--- src/rtl/approx_err_monitor.sv ---
// Error-distance monitor for an approximate 32x32 multiplier.
// Optional max-error tracking: define APPROX_MAX_ERR_EN.
module approx_err_monitor (
  input  logic        clk,
  input  logic        rst,
  input  logic        in_valid,
  output logic        in_ready,
  input  logic [31:0] a,
  input  logic [31:0] b,
  input  logic [63:0] p_approx,
  output logic        ed_valid,
  output logic [63:0] ed,
  output logic [31:0] sample_cnt,
  output logic [31:0] err_cnt,
  output logic [79:0] sum_ed,
  output logic [63:0] max_ed,
  output logic [31:0] max_a,
  output logic [31:0] max_b
);

  typedef enum logic [1:0] {
    IDLE,
    MUL,
    CMP
  } state_e;

  state_e      state_q;
  logic        rdy_q;
  logic [5:0]  cnt_q;
  logic [63:0] mcand_q;
  logic [31:0] mplier_q;
  logic [63:0] acc_q;
  logic [63:0] pa_q;
  logic        edv_q;
  logic [63:0] ed_q;
  logic [31:0] smp_q;
  logic [31:0] err_q;
  logic [79:0] sum_q;

  logic [63:0] ed_d;
  logic [80:0] sum_ext;
  logic [79:0] sum_d;
  logic [31:0] smp_d;
  logic [31:0] err_d;

  // Error distance and saturating statistic updates for the CMP cycle
  always_comb begin
    ed_d    = (acc_q >= pa_q) ? (acc_q - pa_q)
                              : (pa_q - acc_q);
    sum_ext = {1'b0, sum_q} + {17'b0, ed_d};
    sum_d   = sum_ext[80] ? {80{1'b1}} : sum_ext[79:0];
    smp_d   = (&smp_q) ? smp_q : smp_q + 32'd1;
    err_d   = err_q;
    if (ed_d != 64'd0 && !(&err_q))
      err_d = err_q + 32'd1;
  end

  // Control FSM, shift-add multiplier and statistics
  always_ff @(posedge clk) begin
    if (rst) begin
      state_q  <= IDLE;
      rdy_q    <= 1'b1;
      cnt_q    <= '0;
      mcand_q  <= '0;
      mplier_q <= '0;
      acc_q    <= '0;
      pa_q     <= '0;
      edv_q    <= 1'b0;
      ed_q     <= '0;
      smp_q    <= '0;
      err_q    <= '0;
      sum_q    <= '0;
    end else begin
      edv_q <= 1'b0;
      unique case (state_q)
        IDLE: begin
          if (in_valid) begin
            mcand_q  <= {32'd0, a};
            mplier_q <= b;
            acc_q    <= '0;
            pa_q     <= p_approx;
            cnt_q    <= '0;
            state_q  <= MUL;
            rdy_q    <= 1'b0;
          end
        end
        MUL: begin
          // cnt_q[5] set means all 32 bits consumed
          if (cnt_q[5]) begin
            state_q <= CMP;
          end else begin
            if (mplier_q[0])
              acc_q <= acc_q + mcand_q;
            mcand_q  <= mcand_q << 1;
            mplier_q <= mplier_q >> 1;
            cnt_q    <= cnt_q + 6'd1;
          end
        end
        CMP: begin
          ed_q    <= ed_d;
          edv_q   <= 1'b1;
          smp_q   <= smp_d;
          err_q   <= err_d;
          sum_q   <= sum_d;
          state_q <= IDLE;
          rdy_q   <= 1'b1;
        end
        default: begin
          state_q <= IDLE;
          rdy_q   <= 1'b1;
        end
      endcase
    end
  end

  assign in_ready   = rdy_q;
  assign ed_valid   = edv_q;
  assign ed         = ed_q;
  assign sample_cnt = smp_q;
  assign err_cnt    = err_q;
  assign sum_ed     = sum_q;

`ifdef APPROX_MAX_ERR_EN
  logic [31:0] a_q;
  logic [31:0] b_q;
  logic [63:0] max_q;
  logic [31:0] max_a_q;
  logic [31:0] max_b_q;

  // Track strictly larger error; ties keep the earlier operands
  always_ff @(posedge clk) begin
    if (rst) begin
      a_q     <= '0;
      b_q     <= '0;
      max_q   <= '0;
      max_a_q <= '0;
      max_b_q <= '0;
    end else begin
      if (state_q == IDLE && in_valid) begin
        a_q <= a;
        b_q <= b;
      end
      if (state_q == CMP && ed_d > max_q) begin
        max_q   <= ed_d;
        max_a_q <= a_q;
        max_b_q <= b_q;
      end
    end
  end

  assign max_ed = max_q;
  assign max_a  = max_a_q;
  assign max_b  = max_b_q;
`else
  assign max_ed = '0;
  assign max_a  = '0;
  assign max_b  = '0;
`endif

endmodule

--- config.mk ---
export PLATFORM = sky130hd
export DESIGN_NAME = approx_err_monitor
export DESIGN_NICKNAME = d
export VERILOG_FILES = /design/src/rtl/approx_err_monitor.sv
export SDC_FILE = /design/constraint.sdc
export NUM_CORES = 2
export LEC_CHECK = 0
export CAP_MARGIN = 10
export CORE_AREA = 2 2 308 310
export DETAILED_ROUTE_END_ITERATION = 8
export DIE_AREA = 0 0 310 312
export HOLD_SLACK_MARGIN = 0.15
export SLEW_MARGIN = 40
export SYNTH_ARGS = -nofsm -noshare
export SYNTH_HDL_FRONTEND = slang
export SYNTH_SLANG_ARGS = --single-unit
--- constraint.sdc ---
create_clock -name clk -period 7.6 [get_ports clk]
set_input_delay 1.52 -clock clk [delete_from_list [all_inputs] [get_ports clk]]
set_output_delay 1.52 -clock clk [all_outputs]
set_load 0.05 [all_outputs]
## Word level (Yosys, flattened, before mapping)

Index checks and enable logic that the tools add are counted.
W data, S select, Z words.

- Input port bits: 131
- Output and inout port bits: 338
- Word-level logic and storage cells: 65
- Bits in registers: 442

- Add/subtract/negate cells: 7
- Equal/unequal tests: 6
- Bitwise gates (word level): 2
- Reductions and logical operators: 15
- $lt $le $gt $ge: 1
- Muxes and demuxes: 21

Operators with widths:

| cell | number |
|---|---|
| $mux W64 | 6 |
| $pmux W64 S2 | 2 |
| $sub A64 B64 Y64 | 2 |
| $add A80 B64 Y81 | 1 |
| $mux W80 | 1 |
| $add A32 B1 Y32 const B | 2 |
| $add A64 B64 Y64 | 1 |
| $ge A64 B64 Y1 | 1 |
| $mux W32 | 2 |
| $pmux W32 S2 | 1 |
| $reduce_and A32 Y1 | 2 |
| $reduce_bool A64 Y1 | 1 |
| $mux W6 | 2 |
| $pmux W6 S2 | 1 |
| $reduce_and A2 Y1 | 6 |
| $ne A2 B2 Y1 const B | 4 |
| $add A6 B1 Y6 const B | 1 |
| $mux W2 | 2 |
| $pmux W2 S2 | 1 |
| $reduce_and A4 Y1 | 1 |
| $reduce_and A3 Y1 | 1 |
| $eq A2 B1 Y1 const B | 1 |
| $eq A2 B2 Y1 const B | 1 |
| $logic_not A2 Y1 | 1 |
| other kinds (6) | 8 |

## Depth between registers and ports, before layout

- Word-level depth: 5
- Mapped depth: 33
- Gate-level depth less buffers: 31

## Worst setup path before layout

No wires, ideal clock.

- Path type: flip-flop to flip-flop
- Start: reg acc_q[0]
- End: reg sum_q[3] (netlist: sum_ed[3])
- Library setup time: 137 ps
- Path buffers: 5
- Clock period less this slack: 6985 ps
- Arrival time: 6849 ps
- Data required time: 7463 ps
- Cell stages (with the launch flop): 33
- Slack: 615 ps
- Cells stage by stage: dfxtp_1 -> inv_1 -> ha_1 -> inv_1 -> fa_1 -> nand3_1 -> a2111oi_1 -> a211oi_2 -> a2111oi_4 -> a211oi_2 -> o21a_4 -> buf_6 -> buf_2 -> buf_1 -> mux2i_1 -> xnor2_1 -> ha_1 -> nor2b_1 -> o31ai_1 -> nand3_1 -> a221oi_1 -> o21ai_0 -> a21o_1 -> a31oi_1 -> or2_2 -> o21ai_0 -> a21o_1 -> a21o_1 -> a41oi_1 -> or2_2 -> clkbuf_1 -> buf_2 -> a31oi_1

- Longest elaborated chain between the ends: 4
- Elaborated cells on any way between the ends: 6
- Classes of those cells: add/sub (3); order compare (1); mux (2)

RTL lines:

| element | line | source |
|---|---|---|
| from (decl) | 32 | `logic [63:0] acc_q;` |
| from (signal assigned) | 93 | `acc_q <= acc_q + mcand_q;` |
| $sub A64 B64 Y64, or another cell as far along | 49 | `: (pa_q - acc_q);` |
| $mux W64 * | 48 | `ed_d = (acc_q >= pa_q) ? (acc_q - pa_q)` |
| via ed_d[2] | 40 | `logic [63:0] ed_d;` |
| $add A80 B64 Y81 * | 50 | `sum_ext = {1'b0, sum_q} + {17'b0, ed_d};` |
| $mux W80 * | 51 | `sum_d = sum_ext[80] ? {80{1'b1}} : sum_ext[79:0];` |
| to (signal assigned) | 104 | `sum_q <= sum_d;` |
| to (decl) | 38 | `logic [79:0] sum_q;` |

Mark *: on every way through the listed nets, which the timed path passes. The rest lies on a longest branch.
A chain may end at the register's enable or synchronous reset.

## Worst setup path after layout

- Start: reg acc_q[51]
- End: reg sum_q[73] (netlist: sum_ed[73])

- Longest elaborated chain between the ends: 4
- Elaborated cells on any way between the ends: 6
- Classes of those cells: add/sub (3); order compare (1); mux (2)

RTL lines:

| element | line |
|---|---|
| $ge A64 B64 Y1 | 48 |
| $mux W64 | 48 |
| via ed_d[21] | 40 |
| $add A80 B64 Y81 | 50 |
| $mux W80 | 51 |

The timed path passes the listed nets, and every way through them passes these cells.

==> impl_metrics.py <==
metrics = {
    "status": {
        "status": "completed",
    },
    "synthesis": {
        "ys_ff_latch": 442,
        "yosysMostFrequentCell": "dfxtp_1",
        "synth_edf_count": 0,
        "postSynthCellCount": 4197,
        "syn_area_sq_um": 32400,
        "synth_cell_types": 96,
        "synthTopCellsByArea": "dfxtp_1 (27%), ha_1 (10%), a21oi_1 (6.1%), nor2_1 (5.1%), nand2_1 (4.2%)",
        "synth_top_area_share_pct": 27.3,
        "yosys.area.top_type": "dfxtp_1",
        "synth-async-reset-ratio_pct": 0,
        "seq_area_frac_synth_pct": 27.3,
        "postSynthAreaPerCell_sq_um": 7.73,
        "yosysWarnings": 0,
        "ys_top_cells_by_count": "dfxtp_1 (442), nor2_1 (441), a21oi_1 (394), nand2_1 (360), ha_1 (260)",
        "ys.flop_type": "dfxtp_1",
    },
    "detailed_routing": {
        "ant_nets": 0,
        "routedWlPerCell_microns": 18.8,
        "drc_errors": 0,
        "routed_wl_mm": 108,
        "firstDrtPassIters": 5,
        "viasPerCell": 5.29,
        "drt_iter0_markers": 2289,
        "dr_total_vias": 30322,
    },
    "global_routing": {
        "overflow": 0,
        "top_usage_layer": "met2",
        "antenna_found_initial": 9,
        "met2_usage_pct": 33.4,
        "grt_max_degree": 207,
        "use_met3_pct": 4.48,
        "first_global_vias": 27956,
        "grt_pass1_wl_mm": 165,
        "track_usage_pct": 21.4,
        "grt_use_met1_pct": 29.8,
    },
    "sta": {
        "min_period_over_period_pct": 94.6,
        "clock_skew_ns": 0.0345,
        "fmax_mhz": 139,
        "grt_setup_unrepaired": "false",
        "drv_slew": 0,
        "setup_ws_ns": 0.412,
        "tns_ns": 0,
        "setup_viol": 0,
        "tightest_slew_ns": 0.830,
        "finalHoldViolCount": 0,
        "whs_ns": 0.455,
        "slew_headroom_pct": 44.5,
        "fin_crit_ns": 7.19,
    },
    "place": {
        "dp_hpwl_mm": 84.0,
        "gp_congestion": 0.942,
        "placed_cells": 5625,
        "pre_cts_ws_ns": 0.350,
        "io_buffers": 340,
    },
    "clock_network": {
        "cts_tree": "done",
        "clock_latency_ns": 0.66,
        "cts.sinks": 442,
        "clockBufferDepth": 3,
        "hold_buffers": 0,
        "clk_pin_slew_ns": 0.06,
        "cts-htree-levels": 2,
        "numCtsBuffers": 56,
        "root_buffer": "clkbuf_16",
    },
    "power": {
        "powerDensity_nw_per_um2": 195,
        "ir_worst_vdd_v": 0.000160,
        "p_leak_nw": 16.8,
    },
    "min_path": {
        "hold-path-cell-count": 2,
        "worst_hold_path_type": "register to register",
    },
    "worst_setup_path": {
        "crit_path_frequent_cell": "a21o_1",
        "critPathSlowestCell": "ha_1",
        "max_stage_delay_ns": 0.45,
        "cp-start-kind": "register",
        "path_class": "register to register",
        "crit_path_max_fanout": 22,
        "required_ns": 8.15,
        "crit_family": "compound AO/OA/AOI/OAI gates",
        "crit_arrival_ns": 7.74,
        "reg2reg_depth": 27,
        "critPathBufInv": 5,
        "endpoint_kind": "register",
        "cp_num_cells": 27,
    },
    "job": {
        "max_cap_violations": 0,
    },
    "final_layout": {
        "fin_util_pct": 41.5,
        "syn_to_final_growth_pct": 19.1,
        "fillers": 9567,
        "finalNetCount": 4826,
        "stdcell_count": 5728,
        "final_layout_size_suffix_gt1_share_pct": 5.70,
    },
    "die": {
        "fp.dieW_microns": 310,
        "io_pins": 469,
        "die_y_microns": 312,
        "core-area_sq_um": 93000,
        "core.rowCount": 112,
        "die_area_sq_um": 96700,
        "initial_core_util_pct": 34.9,
    },
}
-- registers in the layout, indices dropped and copies added (netlist names) --
signal,flops
sum_ed,80
acc_q,64
ed,64
mcand_q,64
pa_q,64
err_cnt,32
mplier_q,32
sample_cnt,32
cnt_q,6
state_q,2
ed_valid,1
in_ready,1
-- routing by layer --
metal / share of wire, % / vias up
li1: - / 15202
met2: 43 / 897
met4: 2.7 / 14
met1: 47 / 14049
met5: 0.091 / -
met3: 7.1 / 160
-- final cells by class --
cell class | count | area (sq um) | share of cell area (%)
Antenna cell | 1 | 2.50 | 0.00648
Timing Repair Buffer | 414 | 4080 | 10.6
Clock inverter | 23 | 395 | 1.02
Inverter | 211 | 792 | 2.05
Tap cell | 1254 | 1570 | 4.06
Multi-Input combinational cell | 3306 | 21400 | 55.3
Clock buffer | 77 | 1590 | 4.12
Sequential cell | 442 | 8850 | 22.9
-- worst register-to-register path: cells and delay by family, from the launching register on --
family                     cells  cell delay, ns
muxes                          1            0.26
xor gates and xnor gates       1            0.39
and+or+nand+nor                4            1.04
buffers and inverters          5            0.78
AOI/OAI and AO/OA             14            3.44
adders and majority gates      2            0.80
DFF                            1            0.39
-- logic make-up (layout without fill, tap and decap cells) --
| family | Yosys count | after routing | share of synthesized area, % |
|---|---|---|---|
| mux | 99 | 99 | 3.27 |
| xor+xnor | 220 | 220 | 5.99 |
| simple gates | 1265 | 1265 | 18.1 |
| compound gates | 1330 | 1330 | 26.5 |
| other cells | 1 | 129 | 0.0116 |
| fa+ha+maj | 264 | 264 | 10.3 |
| flops | 442 | 442 | 27.3 |
| buf+inv | 576 | 725 | 8.59 |
-- worst paths after layout --
path,start,endpoint,slack [ns]
worst max-delay path,acc_q[51]$_SDFFE_PP0P_,sum_ed[73]$_SDFFE_PP0P_,0.41
worst min-delay path,ed[32]$_SDFFE_PP0P_,ed[32]$_SDFFE_PP0P_,0.45
worst max register to register,acc_q[51]$_SDFFE_PP0P_,sum_ed[73]$_SDFFE_PP0P_,0.41
worst min register to register,ed[32]$_SDFFE_PP0P_,ed[32]$_SDFFE_PP0P_,0.45
-- what timing repair did --
item / 4_1_cts / 5_1_grt
resized for setup: 0 / 6
setup endpoints to repair: 0 / 65
setup buffers: 0 / 0
endpoints found under the hold margin: 0 / 0
-- cell usage in the layout (no fill, tap or decap), drive strengths merged, types with 71 or more instances in the layout --
cell             n
conb           128
dfxtp          442
o21ai          223
nor2           441
clkdlybuf4s50  339
ha             260
a211oi         114
nand3           83
a21o           174
inv            212
nor3            71
clkbuf          77
buf             75
a21oi          396
xnor2          110
a31oi           79
mux2i           86
a22oi           80
nand2          361
xor2           110
-- per-stage QoR --
stage / instance area (sq um) / power [mW]
final: 38600 / 7.55
after global routing: 38600 / 7.91
after CTS: 38500 / 7.60
after detailed placement: 36600 / 4.66
after global placement: 36500 / 4.66
after floorplan: 32900 / 4.04
-- report_power, final --
part | internal, mW | switching, mW
logic | 0.775 | 1.42
registers | 2.38 | 0.0662
clock network | 1.80 | 1.11
(Power assumes the default switching activity.)
